`src/rtl/cpu_server_arbiter.sv`:
```
// rtl/cpu_server_arbiter.sv - round-robin burst arbiter merging N_CPU 64-bit request streams onto one registered output
module cpu_server_arbiter #(
    parameter int N_CPU     = 4,
    parameter int MAX_BURST = 4
) (
    input  logic                     clk,
    input  logic                     rst_n,
    input  logic [N_CPU-1:0]         in_vld,
    output logic [N_CPU-1:0]         in_rdy,
    input  logic [64*N_CPU-1:0]      in_data,
    output logic                     out_vld,
    input  logic                     out_rdy,
    output logic [63:0]              out_data,
    output logic [$clog2(N_CPU)-1:0] out_idx,
    output logic [31:0]              beat_count
);

    localparam int                IDX_W     = $clog2(N_CPU);
    localparam int                SUM_W     = IDX_W + 1;
    localparam logic [IDX_W-1:0]  LAST_IDX  = IDX_W'(N_CPU - 1);
    localparam logic [SUM_W-1:0]  N_SUM     = SUM_W'(N_CPU);
    localparam logic [7:0]        BURST_LIM = 8'(MAX_BURST);

    typedef enum logic {
        IDLE,
        XFER
    } state_t;

    state_t           state;
    logic [IDX_W-1:0] cur;
    logic [IDX_W-1:0] ptr;
    logic [7:0]       burst_cnt;

    logic             slot_free;
    logic             accept;
    logic             last_beat;
    logic [IDX_W-1:0] cur_next;
    logic [63:0]      cur_data;
    logic [63:0]      lane [N_CPU];

    logic             grant_found;
    logic [IDX_W-1:0] grant_idx;
    logic [SUM_W-1:0] cand_sum;
    logic [IDX_W-1:0] cand;

    for (genvar g = 0; g < N_CPU; g++) begin : g_lane
        assign lane[g] = in_data[64*g +: 64];
    end

    assign cur_data  = lane[cur];
    assign slot_free = !out_vld || out_rdy;
    assign accept    = (state == XFER) && in_vld[cur] && slot_free;
    assign last_beat = (burst_cnt + 8'd1) == BURST_LIM;
    assign cur_next  = (cur == LAST_IDX) ? '0 : cur + 1'b1;

    always_comb begin
        in_rdy = '0;
        if (state == XFER) begin
            in_rdy[cur] = slot_free;
        end
    end

    // First requester at or after ptr, wrapping modulo N_CPU.
    always_comb begin
        grant_found = 1'b0;
        grant_idx   = '0;
        cand_sum    = '0;
        cand        = '0;
        for (int k = 0; k < N_CPU; k++) begin
            cand_sum = {1'b0, ptr} + SUM_W'(k);
            if (cand_sum >= N_SUM) begin
                cand_sum = cand_sum - N_SUM;
            end
            cand = cand_sum[IDX_W-1:0];
            if (!grant_found && in_vld[cand]) begin
                grant_found = 1'b1;
                grant_idx   = cand;
            end
        end
    end

    always_ff @(posedge clk or negedge rst_n) begin
        if (!rst_n) begin
            state      <= IDLE;
            cur        <= '0;
            ptr        <= '0;
            burst_cnt  <= '0;
            out_vld    <= 1'b0;
            out_data   <= '0;
            out_idx    <= '0;
            beat_count <= '0;
        end else begin
            if (out_vld && out_rdy) begin
                beat_count <= beat_count + 32'd1;
            end

            // An accept refills the slot in the same cycle it is popped.
            if (accept) begin
                out_vld  <= 1'b1;
                out_data <= cur_data;
                out_idx  <= cur;
            end else if (out_vld && out_rdy) begin
                out_vld <= 1'b0;
            end

            case (state)
                IDLE: begin
                    if (grant_found) begin
                        cur       <= grant_idx;
                        burst_cnt <= '0;
                        state     <= XFER;
                    end
                end
                XFER: begin
                    if (accept) begin
                        burst_cnt <= burst_cnt + 8'd1;
                        if (last_beat) begin
                            state <= IDLE;
                            ptr   <= cur_next;
                        end
                    end else if (slot_free && !in_vld[cur]) begin
                        // Only give up the grant once the output is not stalled.
                        state <= IDLE;
                        ptr   <= cur_next;
                    end
                end
                default: state <= IDLE;
            endcase
        end
    end

endmodule

```
`config.mk`:
```
export PLATFORM = sky130hd
export DESIGN_NAME = cpu_server_arbiter
export DESIGN_NICKNAME = d
export VERILOG_FILES = /design/src/rtl/cpu_server_arbiter.sv
export SDC_FILE = /design/constraint.sdc
export NUM_CORES = 1
export LEC_CHECK = 0
export BUFFER_PORTS_ARGS = -buffer_cell sky130_fd_sc_hd__buf_4
export CORE_AREA = 2 2 140 142
export CTS_BUF_LIST = sky130_fd_sc_hd__clkbuf_8 sky130_fd_sc_hd__clkbuf_16
export DETAILED_ROUTE_END_ITERATION = 8
export DIE_AREA = 0 0 142 144
export GPL_TIMING_DRIVEN = 0
export REMOVE_ABC_BUFFERS = 1
export SLEW_MARGIN = 20
export SYNTH_ARGS = -nofsm -noshare
export SYNTH_HDL_FRONTEND = slang
export SYNTH_SLANG_ARGS = --single-unit
```
`constraint.sdc`:
```
create_clock -name clk -period 3.2 [get_ports clk]
set_input_delay 0.96 -clock clk [delete_from_list [all_inputs] [get_ports clk]]
set_output_delay 0.96 -clock clk [all_outputs]
set_load 0.05 [all_outputs]
```
# --- Yosys cells after proc, flatten, opt, wreduce, memory -nomap -nowiden ---
# Cells that the tools add are included.
word_totals:
  reg_bits: 112
  inputBits: 263
  out_inout_bits: 103
  elab_cells: 98
op_classes:
  add_sub_neg: 10
  n_lt_le_gt_ge: 11
  eq_ne: 5
  muxes: 42
  bitwise_logic: 3
  reduce_logical: 19
op_table:
  columns: ["operator", "n"]
  rows:
  - ["$bmux 64 s2", 1]
  - ["$mux 64", 2]
  - ["$add 32x1->32 const B", 1]
  - ["$mux 2", 12]
  - ["$mux 1", 16]
  - ["$mux 8", 2]
  - ["$pmux 8 s2", 1]
  - ["$lt 2x3->1 const B", 5]
  - ["$ge 3x3->1 const B", 4]
  - ["$bmux 1 s2", 5]
  - ["$add 8x1->8 const B", 1]
  - ["$eq 8x3->1 const B", 1]
  - ["$logic_and 1x1->1", 8]
  - ["$sub 2x1->2 const B", 4]
  - ["$add 2x2->3 const B", 2]
  - ["$logic_not 1->1", 5]
  - ["$and 4x4->4", 1]
  - ["$mux 4", 1]
  - ["$ne 2x1->1 const B", 2]
  - ["$reduce_and 2->1", 2]
  - ["$reduce_bool 2->1", 2]
  - ["$add 2x1->3 const B", 1]
  - ["$ge 2x3->1 const B", 1]
  - ["$not 2->3", 1]
  - ["9 further kinds", 9]

# --- Logic depth before layout (Yosys ltp) ---
# Gate-level depths: netlist of run 1.
logic_depth:
  depth_word: 16
  depth_mapped: 7
  depth_no_buf: 5

# --- Least setup slack after synthesis of run 1 ---
# No wires, ideal clock.
synth_path:
  kind: "input port to output port"
  startpoint: "input port out_rdy"
  endpoint: "output port in_rdy[0]"
  t_arrival_ns: 1.645
  setup_slack_ns: 0.595
  path_stages: 2
  path_buffers: 0
  path_cell_list: "nand2b_1 -> and3_1"
synth_via:
  elab_chain_len: 3
synth_rtl:
  columns: ["item", "line", "text"]
  rows:
  - ["start, declared", "12", "input logic out_rdy,"]
  - ["$logic_or 1x1->1", "51", "assign slot_free = !out_vld || out_rdy;"]
  - ["$and 4x4->4 (no source line)", null, null]
  - ["$mux 4", "58", "if (state == XFER) begin"]
  - ["end, declared", "9", "output logic [N_CPU-1:0] in_rdy,"]
# Every way passes these cells.

# --- Worst setup path in the final report of run 1 ---
layout_path:
  startpoint: "register cur[0]"
  endpoint: "output port in_rdy[0]"
layout_via:
  elab_chain_len: 6
layout_rtl:
  columns: ["item", "line", "text"]
  rows:
  - ["start, declared", "30", "logic [IDX_W-1:0] cur;"]
  - ["start signal, assigned", "109", "cur <= grant_idx;"]
  - ["$lt 2x3->1 (not written as such) or $ge 2x1->1 (tied branches)", "59", "in_rdy[cur] = slot_free;"]
  - ["$logic_and 1x1->1 (not written as such)", "59", null]
  - ["$mux 1 (not written as such)", "59", null]
  - ["$demux 1 s2 (*)", "59", null]
  - ["$and 4x4->4 (no source line) (*)", null, null]
  - ["$mux 4 (*)", "58", null]
# Mark *: on every way between the ends. The rest lies on a longest branch, timed or not.

==> flow_summary.toml, run 1 <==
[setup_path]
cp_slowest_stage_delay_ns = 0.87
r2r-start = "cur[0]"
critical-path-top-delay-family = "flip-flops"
crit_cells = 4
worst_path_max_delay_cell = "dfrtp_4"
end_kind = "primary output"
crit_type = "reg -> out"
crit_arrival_ns = 2.02
r2r_slack_ns = 0.50
regToRegEndpoint = "burst_cnt[7]"
path_buf_inv = 2
cp-start-kind = "flop"
path_cells = "inv_1 -> ha_1 -> and3_1 -> buf_4"
worst_ep_required_time_ns = 2.24
r2r_cells = 4
critPathMaxFanout = 34

[logic_synthesis]
yosys_warnings = 0
synth_area_um2 = 6260
synth_simple_gate_area_share = 0.203
synthMuxAreaShare = 0.241
ys_ff_latch = 112
synth_xor_area_frac = 0.0433
synthFlopType = "dfrtp_1"
synth_cells = 564
synth_cell_types = 40
synth_top_family_by_area = "multiplexers"
synth_compound_area_frac = 0.0242
synth-edff-count = 0
syn_avg_cell_area_um2 = 11.1
synthArstFlopShare = 1.00
synth_fa_ha_area_frac = 0.0120
ys_seq_area_frac = 0.447

[route]
met2_length_um = 10800
vias = 5723
first_iter_violations = 260
drcViolationCount = 0
drt-total-wl_um = 21300
wl_per_cell_um = 18.4
wl_met3_um = 1340
firstDrtPassIters = 4
met1_length_um = 8790
vias_per_cell = 4.95
ant_nets = 0
highest_layer = "met5"

[sta]
rsz0062_at_grt = "no"
maxSlewViolCount = 0
whs_ns = 0.473
hold_violations = 0
fmax_mhz = 336
clock_skew_ns = 0.0114
fin_tns_setup_ns = 0
period_needed_ns = 2.98
setup_viol = 0
worst_pin_slew_ns = 0.837
relSlewSlack = 0.442
period_share = 0.930
finalWorstSetupSlack_ns = 0.223

[place]
dp_hpwl_um = 16600
dp_slack_ns = 0.381
place_inst = 1139
gp_congestion = 0.794
io_buffer_count = 365

[floorplanning]
die_area_um2 = 20400
core_area_um2 = 19100
fp-row-count = 51
ioPinCount = 366
die_w_um = 142
initial_utilization = 0.328
fp.dieH_um = 144

[grt]
grt_usage = 0.204
globalRouteOverflowTotal = 0
grt_pass1_vias = 5542
grt_max_degree = 68
antenna_found_initial = 1
grt_first_pass_wirelength_um = 31700

[clock_network]
clockBufferDepth = 2
cts_hold_buffers = 0
ctsResizeCount = 0
numCtsBuffers = 9
cts_sinks = 112
htree_levels = 3
root_buffer = "clkbuf_16"
clock_latency_ns = 0.35
cts_tree = "done"
clk_pin_slew_worst_paths_ns = 0.08
post_cts_buffers = 0

[final_layout]
nNetsFinal = 1181
drive_above_1_share = 0.502
stdcell_count = 1156
nFillCells = 1778
area_growth_syn_to_layout_pct = 53.0

[power_and_ir_drop]
total_power_mw = 8.69
ir_drop_mv = 0.371
p_per_area_nw_per_um2 = 907
leakage_nw = 4.81

[run]
maxCapViolCount = 0

[worst_hold_path]
min_path_cells = 2
hold_path_class = "reg -> reg"
min_from = "out_data[6]"
hold_end = "out_data[6]"

[run_status]
outcome = "complete, no violations"
[placed cells by master, fill, tap and decap left out, types with 5 or more instances in the layout]
cell type	instances
nor2_1	8
nand4_1	12
dfrtp_1	110
buf_4	364
nand3_1	20
and3_1	9
o21ai_0	5
clkbuf_16	9
nand2_1	214
ha_1	6
xnor2_1	27
mux4_2	65
a21oi_1	6
[kinds of logic after synthesis]
| logic type | Yosys count |
|---|---|
| compound gates | 23 |
| xor+xnor | 31 |
| fa+ha+maj | 6 |
| buf+inv | 36 |
| flops | 112 |
| mux | 69 |
| simple gates | 287 |
[final cells by class]
type                            count  area (um2)  area share
Tap cell                          238         298      0.0311
Antenna cell                        1        2.50    0.000261
Inverter                            4        15.0     0.00157
Clock buffer                        9         225      0.0235
Timing Repair Buffer              369        2850       0.298
Clock inverter                      7        92.6     0.00966
Multi-Input combinational cell    416        3290       0.343
Sequential cell                   112        2810       0.293
[worst reg2reg max path, stage by stage (launching register included)]
cell and delay (ns):
dfrtp_4 0.87, mux4_2 0.68, and3_4 0.46, and3_1 0.32
a211o_1 0.26
[stage by stage]
step | area [um2] | utilization
detailed placement | 9260 | 0.485
global placement | 9130 | 0.479
global route | 9580 | 0.502
CTS | 9580 | 0.502
finish | 9580 | 0.502
floorplan | 6100 | -
[registers in the layout (all words and copies together), names as in the netlist]
register	flops
burst_cnt	8
out_vld	1
state	1
out_idx	2
beat_count	32
cur	2
ptr	2
out_data	64
[Yosys cell counts, types with 2 or more instances]
cell      instances  area (um2)
or2_2             2        12.5
buf_2            18        90.1
and4_1            3        26.3
o21a_1            2        15.0
clkbuf_1          6        22.5
nand3_1          20         100
a21oi_1           6        30.0
nor4_4            2        42.5
nand2b_1          3        18.8
nor2_1            8        30.0
buf_4             7        52.6
and2_1            3        18.8
a21o_1            3        22.5
dfrtp_1         112        2800
inv_1             4        15.0
nor3b_1           2        15.0
nand2_1         214         803
nand4_1          12        75.1
mux4_2           65        1460
xnor2_1          27         236
xor2_1            4        35.0
nor3_1            2        10.0
ha_1              6        75.1
mux2_1            2        22.5
o41ai_1           2        17.5
o21ai_0           5        25.0
and3_1            9        56.3
a211o_1           3        26.3
[metal layers]
| layer | GRT usage | up-vias |
|---|---|---|
| li1 | - | 2691 |
| met1 | 0.271 | 2785 |
| met2 | 0.341 | 224 |
| met3 | 0.0487 | 21 |
| met4 | 0.0458 | 2 |
| met5 | 0 | - |
[how the worst max path moves through the flow]
stage,startpoint,end
final,cur[0],in_rdy[0]
after global routing,cur[0],in_rdy[0]
after CTS,cur[0],in_rdy[0]
after detailed placement,in_vld[3],burst_cnt[7]
after global placement,cur[0],burst_cnt[2]
after floorplan,cur[0],burst_cnt[2]
[where the power goes]
part | internal (mW) | leakage (nW) | switching, mW
clock | 0.689 | 0.160 | 0.538
sequential | 1.92 | 1.43 | 0.490
combinational | 1.93 | 3.22 | 3.12
total | 4.54 | 4.81 | 4.15
Note: power is estimated with default switching activity, not from simulation.
==> run 2: changes to the inputs <==
--- a/config.mk
+++ b/config.mk
@@ -5,11 +5,12 @@
 export SDC_FILE = /design/constraint.sdc
 export NUM_CORES = 1
 export LEC_CHECK = 0
+export ABC_AREA = 1
 export BUFFER_PORTS_ARGS = -buffer_cell sky130_fd_sc_hd__buf_4
-export CORE_AREA = 2 2 140 142
+export CORE_AREA = 2 2 144 146
 export CTS_BUF_LIST = sky130_fd_sc_hd__clkbuf_8 sky130_fd_sc_hd__clkbuf_16
 export DETAILED_ROUTE_END_ITERATION = 8
-export DIE_AREA = 0 0 142 144
+export DIE_AREA = 0 0 146 148
 export GPL_TIMING_DRIVEN = 0
 export REMOVE_ABC_BUFFERS = 1
 export SLEW_MARGIN = 20
==> flow_summary.toml, run 2 <==
[sta]
hold_violations = 0
finalWorstSetupSlack_ns = 0.116
clock_skew_ns = 0.00738
relSlewSlack = 0.446
rsz0062_at_grt = "no"
period_needed_ns = 3.08
fmax_mhz = 324
maxSlewViolCount = 0
whs_ns = 0.483
fin_tns_setup_ns = 0
worst_pin_slew_ns = 0.832
setup_viol = 0
period_share = 0.964

[worst_hold_path]
hold_path_class = "reg -> reg"

[logic_synthesis]
synth_compound_area_frac = 0.164
synth_top_family_by_area = "simple AND/OR/NAND/NOR gates"
ys_ff_latch = 112
synth_cells = 1029
yosys-top-cells-count = "nand2_1, nor2_1, o21ai_0"
synth_simple_gate_area_share = 0.325
synth_area_um2 = 6990
synth_fa_ha_area_frac = 0.0107
synth_area_leaders = "dfrtp_1, nand2_1, o21ai_0"
syn_avg_cell_area_um2 = 6.79
synth_top_area_cell = "dfrtp_1"
ys_seq_area_frac = 0.401
synth-edff-count = 0
synth_xor_area_frac = 0.0338
synthArstFlopShare = 1.00
synth_top_area_frac = 0.401
synthFlopType = "dfrtp_1"
yosys_warnings = 0
synthMuxAreaShare = 0
yosysMostFrequentCell = "nand2_1"
synth_cell_types = 34

[clock_network]
clk_pin_slew_worst_paths_ns = 0.08
cts_sinks = 112
htree_levels = 3
clockBufferDepth = 2
clock_latency_ns = 0.35
cts_tree = "done"
numCtsBuffers = 9
root_buffer = "clkbuf_16"

[place]
dp_hpwl_um = 20500
io_buffer_count = 365
gp_congestion = 0.853
dp_slack_ns = -0.298
place_inst = 1609

[grt]
grt_first_pass_wirelength_um = 43000
grt_usage = 0.256
globalRouteOverflowTotal = 0
antenna_found_initial = 0
grt_max_degree = 71
grt_pass1_vias = 7641

[route]
wl_met3_um = 2300
drt-total-wl_um = 28700
vias_per_cell = 4.91
first_iter_violations = 359
firstDrtPassIters = 4
ant_nets = 0
wl_per_cell_um = 17.6
met1_length_um = 11800
met2_length_um = 13600
drcViolationCount = 0
vias = 8000
highest_layer = "met4"

[power_and_ir_drop]
p_seq_frac = 0.232
power_frac_comb = 0.639
p_per_area_nw_per_um2 = 968
netSwitchingFraction = 0.536
ir_drop_mv = 0.447
leakage_nw = 5.32
power_switching_mw = 5.39
pwr-share-clk = 0.129
internal-power_mw = 4.67

[final_layout]
drive_above_1_share = 0.305
fin_util = 0.518
most-common-layout-cells = "buf_4, nand2_1, nor2_1"
nNetsFinal = 1623
area_growth_syn_to_layout_pct = 48.6
top_regs = "out_data x64, beat_count x32, burst_cnt x8"
layout_commonest_cell = "buf_4"
nFillCells = 2114
antennaDiodeCount = 0
largest_register_ffs = 64
stdcell_count = 1629
top_register = "out_data"

[setup_path]
end_kind = "primary output"
r2r_slack_ns = 0.23
crit_type = "reg -> out"
critPathMaxFanout = 68
crit_arrival_ns = 2.12
cp-start-kind = "flop"
worst_ep_required_time_ns = 2.24

[floorplanning]
ioPinCount = 366
die_area_um2 = 21600
core_area_um2 = 20000
initial_utilization = 0.349
fp-row-count = 52
die_w_um = 146
fp.dieH_um = 148

[run_status]
outcome = "complete, no violations"

[run]
maxCapViolCount = 0
[run 2: cell count changes after synthesis, moves of 13 or more]
cell / change
nor2_1: +163
clkbuf_1: +29
xnor2_1: -17
nand2_1: +112
o22ai_1: +63
mux4_2: -65
inv_1: +40
o21ai_0: +133
xor2_1: +13
[run 2: area by class of cell]
| class | count | area, um2 | area share |
|---|---|---|---|
| inverter | 47 | 203 | 0.0195 |
| timing repair inverter | 1 | 8.76 | 0.000844 |
| multi-input combinational | 809 | 3740 | 0.360 |
| clock buffer | 12 | 267 | 0.0257 |
| clock inverter | 4 | 75.1 | 0.00723 |
| timing repair buffer | 374 | 2950 | 0.284 |
| sequential | 112 | 2810 | 0.271 |
| tap | 270 | 338 | 0.0325 |
[run 2: power by group through the flow]
stage | combinational [mW] | clock (mW) | sequential, mW
after floorplan | 2.36 | 0 | 4.00
after global placement | 5.86 | 0 | 2.64
after detailed placement | 6.23 | 0 | 2.39
after CTS | 6.41 | 1.33 | 2.36
after global routing | 6.96 | 1.38 | 2.40
final | 6.42 | 1.30 | 2.34
[run 2: layer usage]
metal,vias to the layer above,global-route usage
li1,4001,-
met1,3667,0.310
met4,0,0.0908
met5,-,0
met2,287,0.434
met3,45,0.0787
[run 2: worst max-delay path, cell delays in order (launching register included)]
cell and delay [ns]:
dfrtp_4 0.54, buf_16 0.20, inv_8 0.37, ha_1 0.22
nand2_1 0.05, nor2_1 0.10, buf_4 0.21
[run 2: cells by family after synthesis]
kind of cell / after synthesis
simple gates: 566
compound gates: 210
fa+ha+maj: 6
flops: 112
buf+inv: 108
xor+xnor: 27
[run 2: path summary, 6_finish.rpt]
check                             start      endpoint  cells past startpoint
min in group asynchronous         rst_n       out_vld                      1
setup reg to reg                 cur[1]  out_data[12]                      8
hold reg to reg            out_data[52]  out_data[52]                      2
max in group asynchronous         rst_n  out_data[15]                      2
setup / recovery                 cur[1]     in_rdy[0]                      6
hold / removal             out_data[52]  out_data[52]                      2
[run 2: per-stage QoR]
step / area, um2 / power [mW]
2_1_floorplan: 6710 / 6.36
3_3_place_gp: 9790 / 8.50
3_5_place_dp: 9960 / 8.62
4_1_cts: 10400 / 10.1
5_1_grt: 10400 / 10.7
6_report: 10400 / 10.1
[run 2: repair_timing]
item                       CTS  global route
setup buffers                1             1
hold buffers                 0             0
resized for setup            5             0
pin swaps                    0             0
setup endpoints to repair   73             6
cloned                       2             0
